$ cat src/rtl/ps2_command_tx.sv
// Host-to-device PS/2 command transmitter: sends one byte with odd parity and drives the pins as open-drain enables.
// Optional build macro PS2_TX_ACK_CHECK_EN: a missing device acknowledge ends the frame with error instead of done.
module ps2_command_tx #(
    parameter int INHIBIT_CYCLES = 6000,
    parameter int TIMEOUT_CYCLES = 1000000
) (
    input  logic       clock,
    input  logic       resetn,
    input  logic [7:0] cmd_data,
    input  logic       cmd_valid,
    output logic       cmd_ready,
    output logic       busy,
    output logic       done,
    output logic       error,
    input  logic       ps2_clk_in,
    input  logic       ps2_dat_in,
    output logic       ps2_clk_oe,
    output logic       ps2_dat_oe
);
    localparam int INH_W = $clog2(INHIBIT_CYCLES) + 1;
    localparam int TMO_W = $clog2(TIMEOUT_CYCLES) + 1;
    localparam logic [INH_W-1:0] INH_LAST = INH_W'(INHIBIT_CYCLES - 1);
    localparam logic [TMO_W-1:0] TMO_LAST = TMO_W'(TIMEOUT_CYCLES - 1);

    typedef enum logic [2:0] {
        IDLE, INHIBIT, START, DATA, PARITY, STOP, ACK, WAIT_IDLE
    } state_t;

    state_t           state_q;
    logic [2:0]       clk_sync_q;
    logic [1:0]       dat_sync_q;
    logic [7:0]       shift_q;
    logic             parity_q;
    logic [2:0]       bit_cnt_q;
    logic [INH_W-1:0] inh_cnt_q;
    logic [TMO_W-1:0] tmo_cnt_q;
    logic [TMO_W-1:0] tmo_cnt_d;
    logic             tmo_expired;
    logic             cmd_ready_q;
    logic             busy_q;
    logic             done_q;
    logic             error_q;
    logic             clk_oe_q;
    logic             dat_oe_q;
`ifdef PS2_TX_ACK_CHECK_EN
    logic             ack_q;
`endif

    logic clk_s;
    logic dat_s;
    logic fall;

    // Bit 2 of the clock chain holds the previous synchronized level for edge detection.
    assign clk_s = clk_sync_q[1];
    assign dat_s = dat_sync_q[1];
    assign fall  = clk_sync_q[2] & ~clk_sync_q[1];

    // NOTE: every variable assigned in always_comb gets a value on every path, so no latch is inferred.
    always_comb begin
        tmo_cnt_d   = tmo_cnt_q + 1'b1;
        tmo_expired = (tmo_cnt_q == TMO_LAST);
    end

    // Idle bus level is high, so the synchronizers reset to 1 to avoid a false fall after reset.
    always_ff @(posedge clock or negedge resetn) begin
        if (!resetn) begin
            clk_sync_q <= 3'b111;
            dat_sync_q <= 2'b11;
        end else begin
            clk_sync_q <= {clk_sync_q[1:0], ps2_clk_in};
            dat_sync_q <= {dat_sync_q[0], ps2_dat_in};
        end
    end

    // NOTE: clocked state uses non-blocking assignments so every register samples pre-edge values.
    always_ff @(posedge clock or negedge resetn) begin
        if (!resetn) begin
            state_q     <= IDLE;
            shift_q     <= '0;
            parity_q    <= 1'b0;
            bit_cnt_q   <= '0;
            inh_cnt_q   <= '0;
            tmo_cnt_q   <= '0;
            cmd_ready_q <= 1'b1;
            busy_q      <= 1'b0;
            done_q      <= 1'b0;
            error_q     <= 1'b0;
            clk_oe_q    <= 1'b0;
            dat_oe_q    <= 1'b0;
`ifdef PS2_TX_ACK_CHECK_EN
            ack_q       <= 1'b1;
`endif
        end else begin
            done_q  <= 1'b0;
            error_q <= 1'b0;
            case (state_q)
                IDLE: begin
                    cmd_ready_q <= 1'b1;
                    if (cmd_valid && cmd_ready_q) begin
                        shift_q     <= cmd_data;
                        parity_q    <= ~^cmd_data;
                        cmd_ready_q <= 1'b0;
                        busy_q      <= 1'b1;
                        clk_oe_q    <= 1'b1;
                        inh_cnt_q   <= '0;
                        state_q     <= INHIBIT;
                    end
                end
                INHIBIT: begin
                    if (inh_cnt_q == INH_LAST) begin
                        clk_oe_q  <= 1'b0;
                        dat_oe_q  <= 1'b1;
                        tmo_cnt_q <= '0;
                        state_q   <= START;
                    end else begin
                        inh_cnt_q <= inh_cnt_q + 1'b1;
                    end
                end
                default: begin
                    // Device-clocked states: the gap timer beats any fall seen in the same cycle.
                    if (tmo_expired) begin
                        clk_oe_q <= 1'b0;
                        dat_oe_q <= 1'b0;
                        error_q  <= 1'b1;
                        busy_q   <= 1'b0;
                        state_q  <= IDLE;
                    end else begin
                        tmo_cnt_q <= fall ? '0 : tmo_cnt_d;
                        case (state_q)
                            START: if (fall) begin
                                dat_oe_q  <= ~shift_q[0];
                                shift_q   <= shift_q >> 1;
                                bit_cnt_q <= '0;
                                state_q   <= DATA;
                            end
                            DATA: if (fall) begin
                                if (bit_cnt_q == 3'd7) begin
                                    dat_oe_q <= ~parity_q;
                                    state_q  <= PARITY;
                                end else begin
                                    dat_oe_q  <= ~shift_q[0];
                                    shift_q   <= shift_q >> 1;
                                    bit_cnt_q <= bit_cnt_q + 1'b1;
                                end
                            end
                            PARITY: if (fall) begin
                                dat_oe_q <= 1'b0;
                                state_q  <= STOP;
                            end
                            STOP: if (fall) begin
                                state_q <= ACK;
                            end
                            ACK: if (fall) begin
`ifdef PS2_TX_ACK_CHECK_EN
                                ack_q   <= dat_s;
`endif
                                state_q <= WAIT_IDLE;
                            end
                            WAIT_IDLE: if (clk_s && dat_s) begin
`ifdef PS2_TX_ACK_CHECK_EN
                                done_q  <= ~ack_q;
                                error_q <= ack_q;
`else
                                done_q  <= 1'b1;
`endif
                                busy_q  <= 1'b0;
                                state_q <= IDLE;
                            end
                            default: state_q <= IDLE;
                        endcase
                    end
                end
            endcase
        end
    end

    assign cmd_ready  = cmd_ready_q;
    assign busy       = busy_q;
    assign done       = done_q;
    assign error      = error_q;
    assign ps2_clk_oe = clk_oe_q;
    assign ps2_dat_oe = dat_oe_q;

endmodule

$ cat config.mk
export PLATFORM = sky130hd
export DESIGN_NAME = ps2_command_tx
export DESIGN_NICKNAME = d
export VERILOG_FILES = /design/src/rtl/ps2_command_tx.sv
export SDC_FILE = /design/constraint.sdc
export NUM_CORES = 1
export LEC_CHECK = 0
export ABC_AREA = 1
export ABC_CLOCK_PERIOD_IN_PS = 2860
export BUFFER_PORTS_ARGS = -buffer_cell sky130_fd_sc_hd__buf_2
export CAP_MARGIN = 20
export CORE_MARGIN = 1
export CORE_UTILIZATION = 57
export DETAILED_ROUTE_END_ITERATION = 8
export PLACE_DENSITY = 0.79
export SLEW_MARGIN = 20
export SYNTH_ARGS = -nofsm -noshare
export SYNTH_HDL_FRONTEND = slang
export SYNTH_SLANG_ARGS = --single-unit
$ cat constraint.sdc
create_clock -name clock -period 2.86 [get_ports clock]
set_input_delay 0.286 -clock clock [delete_from_list [all_inputs] [get_ports clock]]
set_output_delay 0.286 -clock clock [all_outputs]
set_load 0.01 [all_outputs]
==> reports/results.ini <==
[clock_network]
total_cts_buffers=9
cts-root-to-sink-buffers=2
cts.root.buffer_cell=sky130_fd_sc_hd__clkbuf_8
clock_transition_time_at_the_flip_flop_clock_pins_of_the_worst_setup_and_hold_paths_ns=0.07
clock-sinks=61
cts_tree=done
cts_post_setup_buffers_inserted=0
cts_h_tree_depth=3
clock_latency_ns=0.34

[grt]
grt_pass1_wl_mm=15.2
grt_overflow_total=0
first_global_vias=3403
pin_count_of_the_biggest_net_entering_global_routing=32
antenna_found_initial=0
grt_usage=0.266

[placement]
port_buffers=18
routabilityCongestion=0.970
placed_cells=638
place_ws_ns=0.713
detailedPlacementHpwl_mm=6.30

[setup_path]
start_kind=flip-flop
crit_path_max_incr_delay_ns=0.45
endpoint_kind=flip-flop
critPathBufInv=1
worst-endpoint-arrival_ns=2.38
cp.required_ns=3.10
reg_to_reg_slack_setup_ns=0.71
crit_type=flip-flop to flip-flop
timing.critical_path.max_delay_family=simple AND/OR/NAND/NOR gates
cell_by_cell_listing_of_the_critical_path=ha_1, nand2_2, nor2_4, nand4_4, nand2_2, nand2_4, nor2_8, inv_4, nand2_1, nand2_1
timing.critical_path.fanout_max=31
cp_slowest_cell=sky130_fd_sc_hd__nor2_8

[floorplanning]
ioPinCount=19
die-height_um=85.2
die-width_um=85.2
core_region_area_um2=6530
starting_utilization_of_the_core_area=0.604
die_area_um2=7260
core.rowCount=29

[power_and_ir_drop]
vdd.ir_drop.worst_mv=0.557
power.static_leakage_nw=2.01
pwr_density_cell_nw_per_um2=785

[timing]
drv_slew=0
period_minus_slack_ns=2.15
grt_setup_unrepaired=no
timing.final.hold_violations=0
fin_ws_ns=0.712
layout_worst_path_cycle_share=0.751
relSlewSlack=0.611
fin_setup_tns_ns=0
fmax_ghz=0.466
tightestPinTransition_ns=0.583
setup_viol=0
final.setup_skew_ns=0.00761

[yosys]
synth_warnings=0
seq_area_frac_synth=0.389
post_synth_most_frequent_cells=sky130_fd_sc_hd__nand2_1, sky130_fd_sc_hd__nor2_1, sky130_fd_sc_hd__dfrtp_1
ys_types=36
synth.area.top_cells=sky130_fd_sc_hd__dfrtp_1, sky130_fd_sc_hd__nand2_1, sky130_fd_sc_hd__nand3_1, sky130_fd_sc_hd__nor2_1, sky130_fd_sc_hd__dfstp_2
netlist_area_pre_place_um2=3940
ys_async_sr_fraction=1.00
post_syn_instances=553
synth_top_area_share=0.349
post-synth-top-count-cell=sky130_fd_sc_hd__nand2_1
synthFlopType=sky130_fd_sc_hd__dfrtp_1
synth_nets=570
synth_edf_count=0
syn_avg_cell_area_um2=7.13
synth-seq-cells=61
netlist.top_cell.by_area=sky130_fd_sc_hd__dfrtp_1

[route]
post-route-drc-count=0
vias=3593
detail_route.wirelength_mm=8.67
viasPerCell=5.49
drt_pre_antenna_iters=8
drtAntennaViolNets=0
wl_per_cell_um=13.2
initialDrtViolationCount=206

[cells_and_area]
diodes=0
share_of_cells_above_drive_strength_1=0.140
layout.nets=590
number_of_cells_in_the_finished_layout_apart_from_fillers=655
fillcell_total=553
areaGrowthSynthToFinish_pct=7.46
fin_util=0.649

[min_path]
hold_path_class=input pin to flip-flop

[run_status]
outcome=completed

[job]
maxCapViolations=0

-- layout by cell type (no fill, tap or decap), types with 12 or more instances in the layout --
cell and count:
sky130_fd_sc_hd__o21ai_0 14, sky130_fd_sc_hd__xor2_1 12, sky130_fd_sc_hd__inv_1 42, sky130_fd_sc_hd__nor2_1 70, sky130_fd_sc_hd__nand3_1 53, sky130_fd_sc_hd__buf_2 18, sky130_fd_sc_hd__dfrtp_1 55, sky130_fd_sc_hd__nand2_1 198
-- state kept, by name, summed over array words and instances (netlist names) --
| name | count |
|---|---|
| inh_cnt_q | 14 |
| ps2_clk_oe | 1 |
| shift_q | 8 |
| done | 1 |
| cmd_ready | 1 |
| tmo_cnt_q | 21 |
| dat_sync_q | 2 |
| error | 1 |
| parity_q | 1 |
| clk_sync_q | 3 |
| busy | 1 |
| bit_cnt_q | 3 |
| ps2_dat_oe | 1 |
| state_q | 3 |
-- final cells by class --
class | count | area (um^2) | area share
Timing Repair Buffer | 23 | 130 | 0.0307
Clock buffer | 12 | 145 | 0.0342
Clock inverter | 4 | 23.8 | 0.00561
Inverter | 49 | 189 | 0.0446
Tap cell | 77 | 96.3 | 0.0227
Multi-Input combinational cell | 429 | 2120 | 0.500
Sequential cell | 61 | 1530 | 0.362
-- timing repair --
action,4_1_cts,5_1_grt
hold buffers,1,0
gates resized for setup,0,0
hold endpoints to repair,19,0
-- where the power goes --
part           switching, mW  internal (mW)  total (mW)
Clock                  0.343          0.336       0.679
Sequential             0.165           1.04        1.21
Combinational           1.02          0.426        1.44
Total                   1.52           1.80        3.33
-- cells by family after synthesis --
kind of cell / synth area share
AND/OR/NAND/NOR: 0.408
buffers and inverters: 0.0736
flip-flops: 0.389
AO/OA/AOI/OAI: 0.0720
XOR/XNOR: 0.0444
adder cells (fa/ha/maj): 0.0127
-- worst reg2reg max path: cells and delay by family, from the launching register on --
family	cells	cell delay, ns
simple gates	8	1.20
flops	1	0.42
fa+ha+maj	1	0.27
buf+inv	1	0.14
-- layer usage --
layer,track usage,part of all wire
met2,0.424,0.47
met4,0.0986,0.016
met3,0.0623,0.056
met1,0.356,0.46
met5,0,0
-- worst paths after layout --
kind                                 end  cells past startpoint     startpoint
min in group asynchronous  tmo_cnt_q[14]                      2         resetn
max in group asynchronous      cmd_ready                      3         resetn
hold / removal             dat_sync_q[0]                      1     ps2_dat_in
hold reg to reg            clk_sync_q[1]                      0  clk_sync_q[0]
setup reg to reg            tmo_cnt_q[1]                     10   inh_cnt_q[0]
setup / recovery            tmo_cnt_q[1]                     10   inh_cnt_q[0]
-- per-stage QoR --
stage | hold slack (ns) | instance area [um^2] | power (mW)
2_1_floorplan | -0.00959 | 3940 | 2.44
3_3_place_gp | 0.322 | 4060 | 2.62
3_5_place_dp | 0.326 | 4060 | 2.67
4_1_cts | 0.0304 | 4240 | 3.35
5_1_grt | 0.0232 | 4240 | 3.61
6_report | 0.0348 | 4240 | 3.33
Note: power is estimated with default switching activity, not from simulation.
